`src/rtl/mac_pkg.sv`:
```
// Shared constants and scheduler state encoding for the MAC transmit path.
package mac_pkg;

    localparam int unsigned DefAddrWidth = 11;
    localparam int unsigned DefIfgCycles = 12;
    localparam int unsigned DefTimeout   = 4096;

    typedef enum logic [5:0] {
        StIdle      = 6'b000001,
        StLoad      = 6'b000010,
        StTrig      = 6'b000100,
        StWaitStart = 6'b001000,
        StWaitEnd   = 6'b010000,
        StIfg       = 6'b100000
    } sched_state_e;

endpackage

```
`src/rtl/rr_arbiter.sv`:
```
// Combinational round-robin picker: first set request after `last`, wrapping around.
module rr_arbiter #(
    parameter int unsigned N = 4,
    localparam int unsigned IdxW = (N > 1) ? $clog2(N) : 1
) (
    input  logic [N-1:0]    req,
    input  logic            en,
    input  logic [IdxW-1:0] last,
    output logic [N-1:0]    gnt,
    output logic [IdxW-1:0] idx,
    output logic            any
);

    logic [IdxW-1:0] pos;

    always_comb begin
        gnt = '0;
        idx = '0;
        any = 1'b0;
        pos = last;
        for (int i = 0; i < int'(N); i++) begin
            pos = (pos == IdxW'(N - 1)) ? '0 : pos + IdxW'(1);
            if (en && !any && req[pos]) begin
                any      = 1'b1;
                idx      = pos;
                gnt[pos] = 1'b1;
            end
        end
    end

endmodule

```
`src/rtl/mac_tx_sched.sv`:
```
// Shares one MAC transmitter between N_REQ frame sources: round-robin grant, trigger,
// track txen, enforce inter-frame gap and report done or timeout.
module mac_tx_sched
    import mac_pkg::*;
#(
    parameter int unsigned ADDR_WIDTH = DefAddrWidth,
    parameter int unsigned N_REQ      = 4,
    parameter int unsigned IFG_CYCLES = DefIfgCycles,
    parameter int unsigned TIMEOUT    = DefTimeout,
    localparam int unsigned IdxW      = $clog2(N_REQ)
) (
    input  logic                        i_gclk,
    input  logic                        i_rst,
    input  logic [N_REQ-1:0]            i_req_valid,
    input  logic [N_REQ*ADDR_WIDTH-1:0] i_req_st,
    input  logic [N_REQ*ADDR_WIDTH-1:0] i_req_ed,
    output logic [N_REQ-1:0]            o_req_ack,
    output logic [N_REQ-1:0]            o_req_done,
    output logic                        o_tx_err,
    output logic [ADDR_WIDTH-1:0]       o_data_st,
    output logic [ADDR_WIDTH-1:0]       o_data_ed,
    output logic                        o_tx_trig,
    input  logic                        i_eth_txen,
    output logic                        o_busy,
    output logic [IdxW-1:0]             o_grant_id
);

    localparam logic [15:0] TimeoutLast = 16'(TIMEOUT - 1);
    localparam logic [15:0] IfgLast     = 16'(IFG_CYCLES - 1);

    sched_state_e     state_q;
    logic [IdxW-1:0]  last_q;
    logic [15:0]      cnt_q;

    logic [N_REQ-1:0] arb_gnt;
    logic [IdxW-1:0]  arb_idx;
    logic             arb_any;

    rr_arbiter #(
        .N (N_REQ)
    ) u_rr_arbiter (
        .req  (i_req_valid),
        .en   (state_q == StIdle),
        .last (last_q),
        .gnt  (arb_gnt),
        .idx  (arb_idx),
        .any  (arb_any)
    );

    always_ff @(posedge i_gclk or posedge i_rst) begin
        if (i_rst) begin
            state_q    <= StIdle;
            last_q     <= IdxW'(N_REQ - 1);
            cnt_q      <= '0;
            o_req_ack  <= '0;
            o_req_done <= '0;
            o_tx_err   <= 1'b0;
            o_data_st  <= '0;
            o_data_ed  <= '0;
            o_tx_trig  <= 1'b0;
            o_busy     <= 1'b0;
            o_grant_id <= '0;
        end else begin
            o_req_ack  <= '0;
            o_req_done <= '0;
            o_tx_err   <= 1'b0;
            o_tx_trig  <= 1'b0;
            unique case (state_q)
                StIdle: begin
                    if (arb_any) begin
                        o_data_st  <= i_req_st[arb_idx*ADDR_WIDTH +: ADDR_WIDTH];
                        o_data_ed  <= i_req_ed[arb_idx*ADDR_WIDTH +: ADDR_WIDTH];
                        o_grant_id <= arb_idx;
                        last_q     <= arb_idx;
                        o_req_ack  <= arb_gnt;
                        o_busy     <= 1'b1;
                        state_q    <= StLoad;
                    end
                end
                StLoad: begin
                    // LOAD is always low on trig, so the MAC sees a clean rising edge.
                    o_tx_trig <= 1'b1;
                    state_q   <= StTrig;
                end
                StTrig: begin
                    cnt_q   <= '0;
                    state_q <= StWaitStart;
                end
                StWaitStart: begin
                    if (i_eth_txen) begin
                        cnt_q   <= '0;
                        state_q <= StWaitEnd;
                    end else if (cnt_q == TimeoutLast) begin
                        o_tx_err <= 1'b1;
                        cnt_q    <= '0;
                        state_q  <= StIfg;
                    end else begin
                        cnt_q <= cnt_q + 16'd1;
                    end
                end
                StWaitEnd: begin
                    if (!i_eth_txen) begin
                        o_req_done <= N_REQ'(1) << o_grant_id;
                        cnt_q      <= '0;
                        state_q    <= StIfg;
                    end else if (cnt_q == TimeoutLast) begin
                        o_tx_err <= 1'b1;
                        cnt_q    <= '0;
                        state_q  <= StIfg;
                    end else begin
                        cnt_q <= cnt_q + 16'd1;
                    end
                end
                StIfg: begin
                    if (cnt_q == IfgLast) begin
                        cnt_q   <= '0;
                        o_busy  <= 1'b0;
                        state_q <= StIdle;
                    end else begin
                        cnt_q <= cnt_q + 16'd1;
                    end
                end
                default: begin
                    cnt_q   <= '0;
                    o_busy  <= 1'b0;
                    state_q <= StIdle;
                end
            endcase
        end
    end

endmodule

```
`config.mk`:
```
export PLATFORM = sky130hd
export DESIGN_NAME = mac_tx_sched
export DESIGN_NICKNAME = d
export VERILOG_FILES = /design/src/rtl/mac_pkg.sv /design/src/rtl/rr_arbiter.sv /design/src/rtl/mac_tx_sched.sv
export SDC_FILE = /design/constraint.sdc
export NUM_CORES = 1
export LEC_CHECK = 0
export ABC_AREA = 0
export CORE_ASPECT_RATIO = 0.9
export CORE_MARGIN = 3
export CORE_UTILIZATION = 46
export CTS_CLUSTER_DIAMETER = 60
export DETAILED_ROUTE_END_ITERATION = 7
export HOLD_SLACK_MARGIN = 0.06
export PLACE_DENSITY = 0.81
export SYNTH_ARGS = -nofsm -noshare
export SYNTH_HDL_FRONTEND = slang
export SYNTH_SLANG_ARGS = --single-unit
```
`constraint.sdc`:
```
create_clock -name i_gclk -period 3.9 [get_ports i_gclk]
set_input_delay 0.78 -clock i_gclk [delete_from_list [all_inputs] [get_ports i_gclk]]
set_output_delay 0.78 -clock i_gclk [all_outputs]
set_load 0.005 [all_outputs]
```
==> impl_metrics.yaml, run 1 <==
logic_synthesis:
  yosysWarnings: 0
  netlist_area_um2: 3740
  ys_seq_area_frac: 0.396
  ys_top_cells_by_area: "dfrtp_1 (37%), mux2i_1 (11%), a221oi_2 (5.2%)"
  synth.net_count: 490
  async_flop_share: 1.00
  synth_cell_types: 63
  synth_top_area_share: 0.375
  synth.avg_cell_area_um2: 9.69
  yosysTopAreaCell: "dfrtp_1"
  ys_ff_latch: 59
  synth_ff_type: "dfrtp_1"
  syn_inst: 386
  synth_edf_count: 0
sta:
  tns_ns: 0
  fin_skew_ns: 0.00935
  slew_viol_final: 0
  tightest_slew_ns: 0.738
  setup_violations: 0
  hold_violations: 0
  period_share: 0.901
  finalCriticalPeriod_ns: 3.51
  hold_slack_ns: 0.523
  slew_headroom: 0.508
  fmax_ghz: 0.285
  rsz0062_at_grt: "no"
clock_tree:
  cts.path.max_buffers: 2
  insertion_delay_ns: 0.33
  cts_max_level: 3
  cts_inserted_buffers: 9
  post_cts_buffers: 0
  clock_sinks: 59
  hold_buffers: 0
  root_buffer: "clkbuf_8"
  postCtsResizedCells: 0
  cts_tree: "built"
  clk_pin_slew_ns: 0.07
setup_path:
  cp-end-kind: "flop"
  critPathKind: "reg2reg"
  cp_max_fo: 19
  cp.arrival_ns: 3.71
  cp.required_ns: 4.10
  cp-start-kind: "flop"
pwr:
  swShare: 0.407
  p_clk_frac: 0.164
  vdd_drop_max_uv: 376
  power_density_nw_per_um2: 730
  leakage_nw: 2.17
  p_int_mw: 2.29
  power_switching_mw: 1.57
  pwr-share-seq: 0.249
  p_comb_frac: 0.587
finish:
  syn2layout_area_growth_pct: 41.7
  drive_gt1_frac: 0.107
  antennaDiodeCount: 0
  nets: 611
floorplanning:
  die-area_um2: 9250
  die_h_um: 91.6
  die_x_um: 101
  initial_utilization: 0.484
  rows: 30
  core_um2: 7730
  boundaryPins: 130
detailed_routing:
  route.detailed.drc: 0
  drt_iter0_drc: 161
  firstDrtPassIters: 6
  vias_per_cell: 5.66
  vias: 3444
  wl_per_cell_um: 16.0
  wl_mm: 9.75
  final_antenna_net_count: 0
placed_design:
  gp_congestion: 0.881
  port_buffers: 129
  dp_hpwl_mm: 7.29
outcome:
  outcome: "completed"
global_routing:
  grt_pass1_wl_mm: 15.8
  gr-total-overflow: 0
  grt_start_max_net_pins: 60
  antenna_found_initial: 0
  grt_pass1_vias: 3320
  grt_use_total: 0.211
run:
  maxCapViolCount: 0
min_path:
  hold_path.class: "reg2reg"
## power by group through the flow
stage	sequential, mW	clock, mW	combinational, mW
global route	0.990	0.683	2.48
finish	0.964	0.635	2.27
global placement	0.969	0	2.21
floorplan	0.940	0	1.63
detailed placement	0.971	0	2.27
CTS	0.965	0.647	2.28
## synthesized netlist by cell type, types with 2 or more instances
cell type,number
nor2_1,49
and2_1,2
a31oi_1,2
a221oi_1,3
or3_1,3
ha_1,9
nor4b_1,2
nand4_1,3
mux2i_1,40
dfstp_2,3
a21o_1,3
a21oi_1,11
o31ai_1,3
a222oi_1,4
nand3b_1,2
o21ai_2,2
o22ai_1,2
nand3_1,19
a221oi_2,13
nor3_2,2
and4b_1,2
o22a_1,2
a31o_1,5
o211ai_1,2
dfrtp_1,56
o21a_1,2
mux2_2,5
inv_1,8
nand2_1,27
and3_1,8
nand2b_1,4
xor2_1,8
nor3_1,4
nor4_1,4
clkbuf_1,11
buf_6,4
xnor2_1,2
a31o_2,2
buf_2,7
o21ai_0,22
o41ai_1,2
## path summary, 6_finish.rpt
| path | endpoint | from | slack [ns] | depth (start not counted) |
|---|---|---|---|---|
| max in group asynchronous | o_data_ed[7] | i_rst | 2.44 | 3 |
| min | cnt_q[0] | cnt_q[0] | 0.52 | 1 |
| max reg2reg | o_data_ed[7] | last_q[0] | 0.39 | 10 |
| max | o_data_ed[7] | last_q[0] | 0.39 | 10 |
| min reg2reg | cnt_q[0] | cnt_q[0] | 0.52 | 1 |
| min in group asynchronous | cnt_q[14] | i_rst | 0.97 | 3 |
## flip-flops by register name (all words and copies together) (netlist names)
name / count
o_grant_id: 2
last_q: 2
state_q: 6
o_data_st: 11
o_busy: 1
o_tx_err: 1
o_req_ack: 4
o_data_ed: 11
o_tx_trig: 1
o_req_done: 4
cnt_q: 16
## per-layer routing
metal / wire length (um) / track usage / vias to the layer above
li1: - / - / 1668
met1: 4200 / 0.283 / 1629
met2: 4760 / 0.331 / 131
met3: 610 / 0.0576 / 16
met4: 176 / 0.0653 / 0
met5: 0 / 0 / -
## final cells by class
class	count	area, um^2
inverters	9	33.8
flip-flops and latches	59	1480
well taps	96	120
clock buffers	12	155
clock inverters	4	72.6
repair buffers	135	1350
multi-input cells	293	2090
fillers	596	2430
## metrics by stage
stage	utilization	worst slack, ns	cells	instance area (um^2)	total power, mW
floorplan	-	0.964	386	3740	2.57
global placement	0.656	0.533	592	5070	3.18
detailed placement	0.656	0.448	592	5070	3.24
CTS	0.685	0.419	608	5300	3.89
global route	0.685	0.118	608	5300	4.16
finish	0.685	0.387	608	5300	3.87
## worst max-delay path: stages, from the launching register on
cell      delay (ns)
dfstp_2         0.62
inv_1           0.13
ha_1            0.71
mux2_2          0.42
mux2_2          0.29
nand2_1         0.13
nor3_1          0.09
a221oi_4        0.36
buf_4           0.37
a31o_2          0.21
a21oi_1         0.04
## cell usage in the layout, fill, tap and decap left out, types with 5 or more instances in the layout
cell             netlist  layout
xor2_1                 8       8
nand3_1               19      19
clkdlybuf4s50_1        0     129
clkbuf_8               0      11
a21oi_1               11      11
inv_1                  8       7
mux2_2                 5       5
mux2i_1               40      40
nor2_1                49      49
o21ai_0               22      22
ha_1                   9       9
a31o_1                 5       5
dfrtp_1               56      56
nand2_1               27      27
and3_1                 8       8
a221oi_2              13      13
buf_4                  0       5
## cell families after synthesis
family | Yosys count | synth area share
simple gates | 138 | 0.180
compound gates | 90 | 0.200
flops | 59 | 0.396
mux | 46 | 0.125
buf+inv | 34 | 0.0458
xor+xnor | 10 | 0.0234
fa+ha+maj | 9 | 0.0301
Note: power is estimated with default switching activity, not from simulation.
==> run 2: changes to the inputs <==
--- a/config.mk
+++ b/config.mk
@@ -8,11 +8,11 @@
 export ABC_AREA = 0
 export CORE_ASPECT_RATIO = 0.9
 export CORE_MARGIN = 3
-export CORE_UTILIZATION = 46
+export CORE_UTILIZATION = 42
 export CTS_CLUSTER_DIAMETER = 60
 export DETAILED_ROUTE_END_ITERATION = 7
 export HOLD_SLACK_MARGIN = 0.06
-export PLACE_DENSITY = 0.81
+export PLACE_DENSITY = 0.78
 export SYNTH_ARGS = -nofsm -noshare
 export SYNTH_HDL_FRONTEND = slang
 export SYNTH_SLANG_ARGS = --single-unit
==> constraint.sdc (replaced) <==
create_clock -name i_gclk -period 3.2 [get_ports i_gclk]
set_input_delay 0.64 -clock i_gclk [delete_from_list [all_inputs] [get_ports i_gclk]]
set_output_delay 0.64 -clock i_gclk [all_outputs]
set_load 0.005 [all_outputs]
==> impl_metrics.yaml, run 2 (synthesis results as in run 1) <==
global_routing:
  grt_use_total: 0.194
  grt_pass1_vias: 3304
  grt_start_max_net_pins: 39
  antenna_found_initial: 0
  gr-total-overflow: 0
  grt_pass1_wl_mm: 15.9
finish:
  layout_common_cells: "clkdlybuf4s50_1 (129), dfrtp_1 (56), nor2_1 (49), mux2i_1 (40), nand2_1 (27)"
  nets: 620
  largest_reg_flops: 16
  final_common_cell: "clkdlybuf4s50_1"
  drive_gt1_frac: 0.121
  syn2layout_area_growth_pct: 44.1
  antennaDiodeCount: 0
  final_cells: 639
  final_area_um2: 5390
  reg_top3: "cnt_q x16, o_data_ed x11, o_data_st x11"
  top_register: "cnt_q"
placed_design:
  dp_hpwl_mm: 7.46
  port_buffers: 129
  placed_cell_area_um2: 5190
  gp_congestion: 0.876
  dpl.cell_count: 624
clock_tree:
  clock_sinks: 59
  hold_buffers: 0
  cts_tree: "built"
  cts_inserted_buffers: 9
  cts.path.max_buffers: 2
  clk_pin_slew_ns: 0.06
  root_buffer: "clkbuf_8"
  cts_max_level: 3
  insertion_delay_ns: 0.33
sta:
  hold_violations: 0
  tns_ns: 0
  slew_headroom: 0.530
  fin_skew_ns: 0.0120
  fmax_ghz: 0.342
  rsz0062_at_grt: "no"
  finalCriticalPeriod_ns: 2.93
  slew_viol_final: 0
  setup_violations: 0
  period_share: 0.915
  tightest_slew_ns: 0.704
detailed_routing:
  firstDrtPassIters: 4
  drt_iter0_drc: 173
  final_antenna_net_count: 0
  vias_per_cell: 5.38
  route.detailed.drc: 0
  vias: 3436
  wl_per_cell_um: 15.5
  wl_mm: 9.88
pwr:
  p_comb_frac: 0.615
  power_density_nw_per_um2: 880
  pwr-share-seq: 0.243
  swShare: 0.404
  power_switching_mw: 1.92
  power_mw: 4.74
  vdd_drop_max_uv: 453
  p_clk_frac: 0.142
  p_int_mw: 2.83
  leakage_nw: 2.20
floorplanning:
  boundaryPins: 130
  initial_utilization: 0.435
  core_um2: 8610
  die_x_um: 105
  die_h_um: 95.5
  rows: 32
  die-area_um2: 10100
outcome:
  outcome: "completed"
setup_path:
  cp_max_fo: 22
  cp-start-kind: "flop"
  cp.arrival_ns: 3.15
  critPathKind: "reg2reg"
  cp.required_ns: 3.42
  cp-end-kind: "flop"
run:
  maxCapViolCount: 0
min_path:
  hold_path.class: "reg2reg"
-- run 2: cell types whose count changed in the layout (fill, tap and decap cells not counted), sizes merged --
cell | before | now
bufinv | 2 | 1
buf | 6 | 15
clkbuf | 12 | 13
clkinvlp | 1 | 0
-- run 2: final timing paths --
path | from | end | slack (ns) | cells after the start
max | last_q[0] | o_data_ed[10] | 0.27 | 9
min | cnt_q[0] | cnt_q[0] | 0.53 | 1
max reg2reg | last_q[0] | o_data_ed[10] | 0.27 | 9
min reg2reg | cnt_q[0] | cnt_q[0] | 0.53 | 1
max in group asynchronous | i_rst | cnt_q[7] | 1.76 | 3
min in group asynchronous | i_rst | o_data_ed[6] | 0.75 | 2
-- run 2: area by class of cell --
type                       instances  area [um^2]
clock buffer                      13          159
clock inverter                     2         35.0
fill                             712         3220
inverter                           9         33.8
multi-input combinational        293         2090
sequential                        59         1480
tap                              119          149
timing repair buffer             144         1440
-- run 2: critical path, stage by stage (launching register included) --
cell and delay (ns):
dfstp_2 0.53, inv_1 0.09, ha_2 0.49, mux2_2 0.38, or2_2 0.29, a2bb2oi_1 0.17, a221oi_4 0.33, nor2_2 0.10
buf_12 0.17, a221oi_1 0.27
-- run 2: power groups by stage --
stage	clock network, mW	logic (mW)	registers, mW
final	0.672	2.92	1.15
after global routing	0.720	3.20	1.18
after CTS	0.684	2.94	1.15
after detailed placement	0	2.93	1.16
after global placement	0	2.86	1.15
after floorplan	0	1.98	1.15
-- run 2: routing by layer --
metal  share of wire  global-route usage  up-vias
met5               0                   0        -
met4           0.013              0.0721        0
met3           0.061              0.0569       11
met2            0.50               0.311      113
met1            0.43               0.250     1628
li1                -                   -     1684
-- run 2: timing repair --
item | in CTS | in global routing
setup endpoints to repair | 0 | 15
gates resized for setup | 0 | 1
setup buffers | 0 | 0
-- run 2: per-stage QoR --
step / hold slack (ns) / worst slack [ns] / utilization
CTS: 0.529 / 0.171 / 0.626
floorplan: 0.470 / 0.264 / -
finish: 0.525 / 0.272 / 0.626
detailed placement: 0.524 / 0.119 / 0.603
global route: 0.546 / 0.0390 / 0.626
global placement: 0.504 / 0.212 / 0.603
==> run 3: changes to the inputs <==
--- a/config.mk
+++ b/config.mk
@@ -5,7 +5,6 @@
 export SDC_FILE = /design/constraint.sdc
 export NUM_CORES = 1
 export LEC_CHECK = 0
-export ABC_AREA = 0
 export CORE_ASPECT_RATIO = 0.9
 export CORE_MARGIN = 3
 export CORE_UTILIZATION = 42
==> results of run 3 <==
Final layout, timing and power as in run 2 (identical DEF).
